`src/rtl/sync_fifo_ctrl.sv`:
```
// sync_fifo_ctrl
// Single-clock FIFO controller. Storage is a register array of 2^ADDR_WIDTH
// words. The block tracks occupancy, decodes full/empty and the programmable
// almost-full/almost-empty thresholds from the count register, and keeps
// sticky overflow/underflow error flags.
//
// Optional build macro: FIFO_FWFT_EN
//   undefined : standard mode, rd_data/rd_valid registered one cycle after a pop
//   defined   : first-word-fall-through, head word visible combinationally
//
// Ports:
//   clk           rising-edge clock
//   rst           synchronous active-high reset
//   wr_en/wr_data write request and word
//   rd_en         read request (pop / acknowledge in FWFT mode)
//   rd_data       read word
//   rd_valid      rd_data holds a valid word
//   full, almost_full, empty, almost_empty  occupancy flags
//   count         occupancy 0..DEPTH
//   overflow      sticky: write attempted while full
//   underflow     sticky: read attempted while empty
//   clr_err       clears overflow/underflow (a new error the same cycle wins)
module sync_fifo_ctrl #(
  parameter int DATA_WIDTH    = 8,
  parameter int ADDR_WIDTH    = 6,
  parameter int AFULL_THRESH  = 56,
  parameter int AEMPTY_THRESH = 8
) (
  input  logic                  clk,
  input  logic                  rst,
  input  logic                  wr_en,
  input  logic [DATA_WIDTH-1:0] wr_data,
  input  logic                  rd_en,
  output logic [DATA_WIDTH-1:0] rd_data,
  output logic                  rd_valid,
  output logic                  full,
  output logic                  almost_full,
  output logic                  empty,
  output logic                  almost_empty,
  output logic [ADDR_WIDTH:0]   count,
  output logic                  overflow,
  output logic                  underflow,
  input  logic                  clr_err
);

  localparam int DEPTH = 1 << ADDR_WIDTH;
  localparam logic [ADDR_WIDTH:0] DEPTH_CNT  = (ADDR_WIDTH + 1)'(DEPTH);
  localparam logic [ADDR_WIDTH:0] AFULL_CNT  = (ADDR_WIDTH + 1)'(AFULL_THRESH);
  localparam logic [ADDR_WIDTH:0] AEMPTY_CNT = (ADDR_WIDTH + 1)'(AEMPTY_THRESH);

  logic [DATA_WIDTH-1:0] mem_q [DEPTH];
  logic [ADDR_WIDTH-1:0] wr_ptr_q, wr_ptr_d;
  logic [ADDR_WIDTH-1:0] rd_ptr_q, rd_ptr_d;
  logic [ADDR_WIDTH:0]   count_q, count_d;
  logic                  overflow_q, overflow_d;
  logic                  underflow_q, underflow_d;
  logic                  wr_accept, rd_accept;

  // Flags decode the registered count, so they follow an operation by one cycle.
  assign full         = (count_q == DEPTH_CNT);
  assign empty        = (count_q == '0);
  assign almost_full  = (count_q >= AFULL_CNT);
  assign almost_empty = (count_q <= AEMPTY_CNT);
  assign count        = count_q;
  assign overflow     = overflow_q;
  assign underflow    = underflow_q;

  always_comb begin
    // A write while full and a read while empty are rejected outright; there is
    // no pass-through or bypass path between the two ports.
    wr_accept = wr_en && !full;
    rd_accept = rd_en && !empty;

    wr_ptr_d = wr_ptr_q;
    if (wr_accept) wr_ptr_d = wr_ptr_q + 1'b1;

    rd_ptr_d = rd_ptr_q;
    if (rd_accept) rd_ptr_d = rd_ptr_q + 1'b1;

    count_d = count_q;
    case ({wr_accept, rd_accept})
      2'b10:   count_d = count_q + 1'b1;
      2'b01:   count_d = count_q - 1'b1;
      default: count_d = count_q;
    endcase

    // Clear first, then set, so an error in the clearing cycle survives.
    overflow_d = overflow_q;
    if (clr_err) overflow_d = 1'b0;
    if (wr_en && full) overflow_d = 1'b1;

    underflow_d = underflow_q;
    if (clr_err) underflow_d = 1'b0;
    if (rd_en && empty) underflow_d = 1'b1;
  end

  always_ff @(posedge clk) begin
    if (rst) begin
      wr_ptr_q    <= '0;
      rd_ptr_q    <= '0;
      count_q     <= '0;
      overflow_q  <= 1'b0;
      underflow_q <= 1'b0;
    end else begin
      wr_ptr_q    <= wr_ptr_d;
      rd_ptr_q    <= rd_ptr_d;
      count_q     <= count_d;
      overflow_q  <= overflow_d;
      underflow_q <= underflow_d;
    end
  end

  // Storage has no reset; stale words are unreachable once the pointers clear.
  always_ff @(posedge clk) begin
    if (wr_accept) mem_q[wr_ptr_q] <= wr_data;
  end

`ifdef FIFO_FWFT_EN
  // Head word is always presented; rd_en only acknowledges it. Forced to zero
  // while empty so the output is deterministic after reset.
  assign rd_data  = empty ? '0 : mem_q[rd_ptr_q];
  assign rd_valid = !empty;
`else
  logic [DATA_WIDTH-1:0] rd_data_q, rd_data_d;
  logic                  rd_valid_q, rd_valid_d;

  always_comb begin
    rd_data_d = rd_data_q;
    if (rd_accept) rd_data_d = mem_q[rd_ptr_q];
    rd_valid_d = rd_accept;
  end

  always_ff @(posedge clk) begin
    if (rst) begin
      rd_data_q  <= '0;
      rd_valid_q <= 1'b0;
    end else begin
      rd_data_q  <= rd_data_d;
      rd_valid_q <= rd_valid_d;
    end
  end

  assign rd_data  = rd_data_q;
  assign rd_valid = rd_valid_q;
`endif

endmodule

```
`config.mk`:
```
export PLATFORM = sky130hd
export DESIGN_NAME = sync_fifo_ctrl
export DESIGN_NICKNAME = d
export VERILOG_FILES = /design/src/rtl/sync_fifo_ctrl.sv
export SDC_FILE = /design/constraint.sdc
export NUM_CORES = 1
export LEC_CHECK = 0
export CAP_MARGIN = 15
export CELL_PAD_IN_SITES_DETAIL_PLACEMENT = 2
export CELL_PAD_IN_SITES_GLOBAL_PLACEMENT = 2
export CORE_MARGIN = 2
export CORE_UTILIZATION = 40
export DETAILED_ROUTE_END_ITERATION = 10
export PLACE_DENSITY_LB_ADDON = 0.1
export SLEW_MARGIN = 15
export SYNTH_ARGS = -nofsm -noshare
export SYNTH_HDL_FRONTEND = slang
export SYNTH_SLANG_ARGS = --single-unit
```
`constraint.sdc`:
```
create_clock -name clk -period 4 [get_ports clk]
set_clock_uncertainty 0.2 [all_clocks]
set_input_delay 0.8 -clock clk [delete_from_list [all_inputs] [get_ports clk]]
set_output_delay 0.8 -clock clk [all_outputs]
set_load 0.05 [all_outputs]
```
# Yosys cells after proc, flatten, opt, wreduce, memory -nomap -nowiden
# Memory sizes are Yosys's and may differ from the RTL's. A register that Yosys moved wholly into a read port is not among the register bits.
# Cells that the tools add are included.
dict set report totals {
  regBits 22
  ramBits 512
  inputBits 13
  n_memories 1
}
# memory depth width read_ports rd_clocked_by_memory_dff write_ports line_no
set mem_list {}
lappend mem_list {mem_q 64 8 1 1 1 51} ;# logic [DATA_WIDTH-1:0] mem_q [DEPTH];
dict set report op_classes {
  addsub 4
  order_cmp 2
  eq_ne 3
  n_mux 6
  n_reduce_logical 10
}
# operator n
set op_table {}
lappend op_table {{7-bit case mux with 2 select lines} 1}
lappend op_table {{6-bit by 1-bit adder with 6-bit output, second input constant} 2}
lappend op_table {{7-bit by 1-bit adder with 7-bit output, second input constant} 1}
lappend op_table {{7-bit == test, second input constant} 1}
lappend op_table {{7-bit by 6-bit >= comparator with 1-bit output, second input constant} 1}
lappend op_table {{7-bit by 4-bit <= comparator with 1-bit output, second input constant} 1}
lappend op_table {{7-bit zero test} 1}
lappend op_table {{7-bit by 1-bit subtractor with 7-bit output, second input constant} 1}
lappend op_table {{2-bit nonzero test} 3}
lappend op_table {{1-bit 2-to-1 mux} 5}
lappend op_table {{1-bit logical AND} 4}
lappend op_table {{2-bit by 1-bit == test with 1-bit output, second input constant} 1}
lappend op_table {{2-bit == test, second input constant} 1}
lappend op_table {{1-bit zero test} 2}

# Longest topological paths before layout
dict set report depth {
  word_depth 5
  depth_mapped 14
}

# Least setup slack after synthesis
# Ideal clock, no wire load.
dict set report synth_timing {
  kind {reg2reg}
  startpoint {reg count_q[0], in the netlist count[0]}
  endpoint {reg count_q[6], in the netlist count[6]}
  setup_ns 0.121
  arrival_ns 3.640
  path_slack_ns 0.039
  path_stages_with_launch 14
  period_less_slack_ns 3.961
  path_cell_list {dfxtp_1 -> nor4_1 -> and3_1 -> nor2b_1 -> buf_2 -> inv_1 -> ha_1 -> ha_1 -> nor2b_1 -> o21ai_0 -> a21boi_0 -> or4_1 -> nand3_1 -> mux2_2}
}
dict set report synth_via {
  elab_chain_cells 5
  elab_cells_between_ends 12
  classes_between {add/sub (2); eq/ne (3); mux (1); reduce/logical (6)}
}
# element line_no
set synth_rtl {}
lappend synth_rtl {{start, declared} 54} ;# logic [ADDR_WIDTH:0] count_q, count_d;
lappend synth_rtl {{start signal, assigned} 107} ;# count_q <= count_d;
lappend synth_rtl {{7-bit == test (*)} 60} ;# assign full = (count_q == DEPTH_CNT);
lappend synth_rtl {{named net full} 36} ;# output logic full,
lappend synth_rtl {{1-bit zero test (*)} 71} ;# wr_accept = wr_en && !full;
lappend synth_rtl {{1-bit logical AND (*)} 71}
lappend synth_rtl {{2-bit by 1-bit == test with 1-bit output / 2-bit == test (equally long branches)} 81} ;# case ({wr_accept, rd_accept})
lappend synth_rtl {{7-bit case mux with 2 select lines / 2-bit nonzero test (equally long branches)} n/a}
# The timed path passes the listed nets; every way through them passes the cells marked *.
# A chain may end at the register's enable or synchronous reset.

# Worst setup path after layout
dict set report layout_timing {
  startpoint {reg count_q[1], in the netlist count[1]}
  endpoint {out full}
}
dict set report layout_via {
  elab_chain_cells 1
}
# element line_no
set layout_rtl {}
lappend layout_rtl {{7-bit == test} 60}
lappend layout_rtl {{end, declared} 36}
# Every way passes these cells.

==> summary.md <==
| Metric | Value |
|---|---|
| Post-synth EDFFs | `between 500 and 600` |
| Clock share of power | `0.369` |
| CTS root buf | `clkbuf_16` |
| Gpl congestion | `0.756` |
| Worst hold path class | `flop to flop` |
| Worst-Margin Slew | `roughly 1.0 ns` |
| Clock Latency Late Sink | `~0.63 ns` |
| Via count | `11100` |
| Die Area | `between 50000 and 60000 um^2` |
| Fillers | `4715` |
| Hold_sp | `rd_ptr_q[5]$_SDFFE_PP0P_` |
| Peak VDD IR | `0.383 mV` |
| Share of power burned in registers | `0.451` |
| N_diodes | `0` |
| Register area share after synthesis | `0.749` |
| Finished Layout Cells | `1990` |
| DIE WIDTH | `approximately 230 um` |
| Initial antenna violation count | `0` |
| Synthesized area | `21300 um^2` |
| Max FO, Critical Path | `6` |
| Combinational share of power | `0.180` |
| Crit start category | `flop` |
| First-pass GRT wire length | `roughly 85000 um` |
| # IOs | `35` |
| Layout Utilization | `0.471` |
| WS Path Type | `flop to output port` |
| Placed cell count | `1883` |
| Reg-to-reg setup timing slack | `approximately 0.58 ns` |
| Cell count after synthesis | `between 1000 and 1500` |
| Sink Count | `between 500 and 600` |
| Max-cap viol count | `0` |
| Routed len/inst | `29.1 um` |
| Row count | `84` |
| P_int | `between 10000 and 15000 uW` |
| Layout cells sized above 1 | `0.230` |
| Most common cell after layout, fill and taps aside | `edfxtp_1` |
| Placed standard-cell area | `around 23000 um^2` |
| Syn-to-layout area delta | `16.3%` |
| Synth Flop Type | `edfxtp_1` |
| Period utilization | `0.861` |
| Fin crit period | `roughly 3.4 ns` |
| Path depth of the worst reg2reg path | `12` |
| Yosys Warn Count | `0` |
| Final Hold Viols | `0` |
| Post-CTS Setup Inserts | `0` |
| Starting density of the core | `0.405` |
| Drt total wl | `57900 um` |
| Count of pins over their slew limit | `0` |
| Most frequent cells in the layout | `edfxtp_1, buf_4, mux4_2, nor2_1, mux2i_1` |
| DPL Wire Length | `around 36000 um` |
| Vias in the first global route | `about 12000` |
| Delay-heaviest family, CP | `buffers and inverters` |
| 1st-iter DRT viols | `840` |
| CP cell instances | `nor4_1 > and3_1 > clkdlybuf4s50_1` |
| Clock-pin slew on the worst setup and hold paths | `0.07 ns` |
| RR Startpoint | `count[1]$_SDFFE_PP0P_` |
| TritonCTS buffer count | `57` |
| Total Nets Final | `1276` |
| Worst path bufs/invs | `1` |
| Core area | `roughly 53000 um^2` |
| Final setup fails | `0` |
| Asr flop ratio synth | `0` |
| Pin count of the biggest net entering global routing | `65` |
| Hold EP | `rd_ptr_q[5]$_SDFFE_PP0P_` |
| GRT overflow | `0` |
| FF-to-FF End | `count[6]$_SDFFE_PP0P_` |
| WP data required | `3.00 ns` |
| Pwr dens | `585 nW/um^2` |
| Slew HR | `0.336` |
| DRC Markers | `0` |
| Crit path DAT | `2.45 ns` |
| Synthesized area per cell | `roughly 19 um^2` |
| Setup TNS | `0 ns` |
| Status | `finished, final reports clean` |
| Net Sw Power | `between 3000 and 4000 uW` |
| Worst Setup End Kind | `output port` |
| Die Y-Extent | `235 um` |
| Maximum level of the CTS H-tree | `2` |
| Antenna Nets Post-Route | `0` |
| Hold_ws | `0.366 ns` |
| Clk buf depth | `3` |
| CTS tree | `built` |
| I/O Buffers | `34` |
| # hold bufs at CTS | `0` |
| Cell variety after synth | `50` |
| Post_cts resized | `0` |
| First-pass DRT Iterations | `5` |
| Switch share | `0.273` |
| RSZ-0062 raised after global routing | `false` |
| Hold Path Depth | `2` |
| Finished Cell Area | `24800 um^2` |
| GRT Total Usage | `0.212` |
| Fmax | `slightly below 300 MHz` |
| Vias per cell | `5.59` |
| Slowest stage delay, CP | `about 0.83 ns` |
| FF+latch count, synth | `between 500 and 600` |
| LEAKAGE | `~0.0078 uW` |
| Slowest CP cell | `clkdlybuf4s50_1` |
| Syn nets | `approximately 1100` |
## worst max-delay path by stage
stage,startpoint,endpoint,slack [ns],cells past startpoint
2_1_floorplan,count[0]$_SDFFE_PP0P_,count[6]$_SDFFE_PP0P_,0.04,13
3_3_place_gp,wr_en,count[6]$_SDFFE_PP0P_,0.14,11
3_5_place_dp,wr_en,count[6]$_SDFFE_PP0P_,0.12,11
4_1_cts,count[0]$_SDFFE_PP0P_,full,0.52,3
5_1_grt,count[0]$_SDFFE_PP0P_,count[6]$_SDFFE_PP0P_,0.20,12
6_report,count[1]$_SDFFE_PP0P_,full,0.55,3
## registers in the layout, summed over array words and instances (netlist names)
name / count
wr_ptr_q: 6
mem_q: 512
rd_ptr_q: 6
count: 7
rd_valid: 1
overflow: 1
rd_data: 8
underflow: 1
## cells in the mapped netlist, types with 3 or more instances
library cell | n | area, um^2
edfxtp_1 | 512 | 15400
mux4_2 | 96 | 2160
nor2_1 | 95 | 357
mux2i_1 | 88 | 881
dfxtp_1 | 30 | 601
nand2_1 | 30 | 113
a21oi_1 | 27 | 135
clkbuf_1 | 27 | 101
buf_2 | 17 | 85.1
o21ai_0 | 17 | 85.1
a211oi_1 | 16 | 120
o221ai_1 | 16 | 140
o22ai_1 | 15 | 93.8
a32oi_1 | 13 | 114
nand3_1 | 13 | 65.1
nor2b_1 | 10 | 62.6
a22oi_1 | 9 | 67.6
buf_4 | 9 | 67.6
ha_1 | 8 | 100
xor2_1 | 8 | 70.1
buf_6 | 7 | 78.8
inv_1 | 6 | 22.5
nand3b_1 | 6 | 45.0
buf_1 | 5 | 18.8
nand4_1 | 5 | 31.3
nor3_1 | 4 | 20.0
a21o_1 | 3 | 22.5
or3_1 | 3 | 18.8
xnor2_1 | 3 | 26.3
## cell families after synthesis
kind of cell             count (synthesis)  share of synthesized area
flip-flops                             542                      0.749
XOR/XNOR                                11                    0.00452
AO/OA/AOI/OAI                          124                     0.0396
AND/OR/NAND/NOR                        180                     0.0383
multiplexers                           185                      0.143
buffers and inverters                   74                     0.0196
adder cells (fa/ha/maj)                  9                    0.00563
## worst reg2reg max path: stages (launching register included)
cell      delay, ns
dfxtp_1        0.37
nor4_1         0.36
and3_1         0.27
nor2b_1        0.08
inv_1          0.08
ha_1           0.19
ha_1           0.27
nor2b_1        0.16
o21ai_0        0.22
a21boi_0       0.15
or4_1          0.50
nand3_1        0.11
mux2_2         0.33
## metrics by stage
step	worst slack (ns)	power, uW
after floorplan	0.0392	8400
after global placement	0.137	9270
after detailed placement	0.124	9320
after CTS	0.516	14700
after global routing	0.201	15000
final	0.554	14500
## per-layer routing
layer	GRT usage	vias up	share of wire
met3	0.0361	77	0.039
li1	-	4834	-
met4	0.0589	0	0.022
met2	0.344	218	0.49
met1	0.296	5999	0.45
met5	0	-	0
## cell type report
class                           count  area (um^2)  area share
Tap cell                          688          861      0.0347
Timing Repair Buffer              137         1100      0.0443
Inverter                            7         26.3     0.00106
Multi-Input combinational cell    509         4930       0.199
Sequential cell                   542        16000       0.645
Clock inverter                     34          358      0.0144
Clock buffer                       73         1530      0.0616
## power groups by stage
stage | Clock, uW | Sequential, uW | Combinational (uW)
3_3_place_gp | 0 | 6660 | 2620
6_report | 5350 | 6540 | 2620
2_1_floorplan | 0 | 6780 | 1620
4_1_cts | 5470 | 6550 | 2680
3_5_place_dp | 0 | 6660 | 2660
5_1_grt | 5670 | 6560 | 2820
No activity file was read; power rests on OpenSTA's default activity.
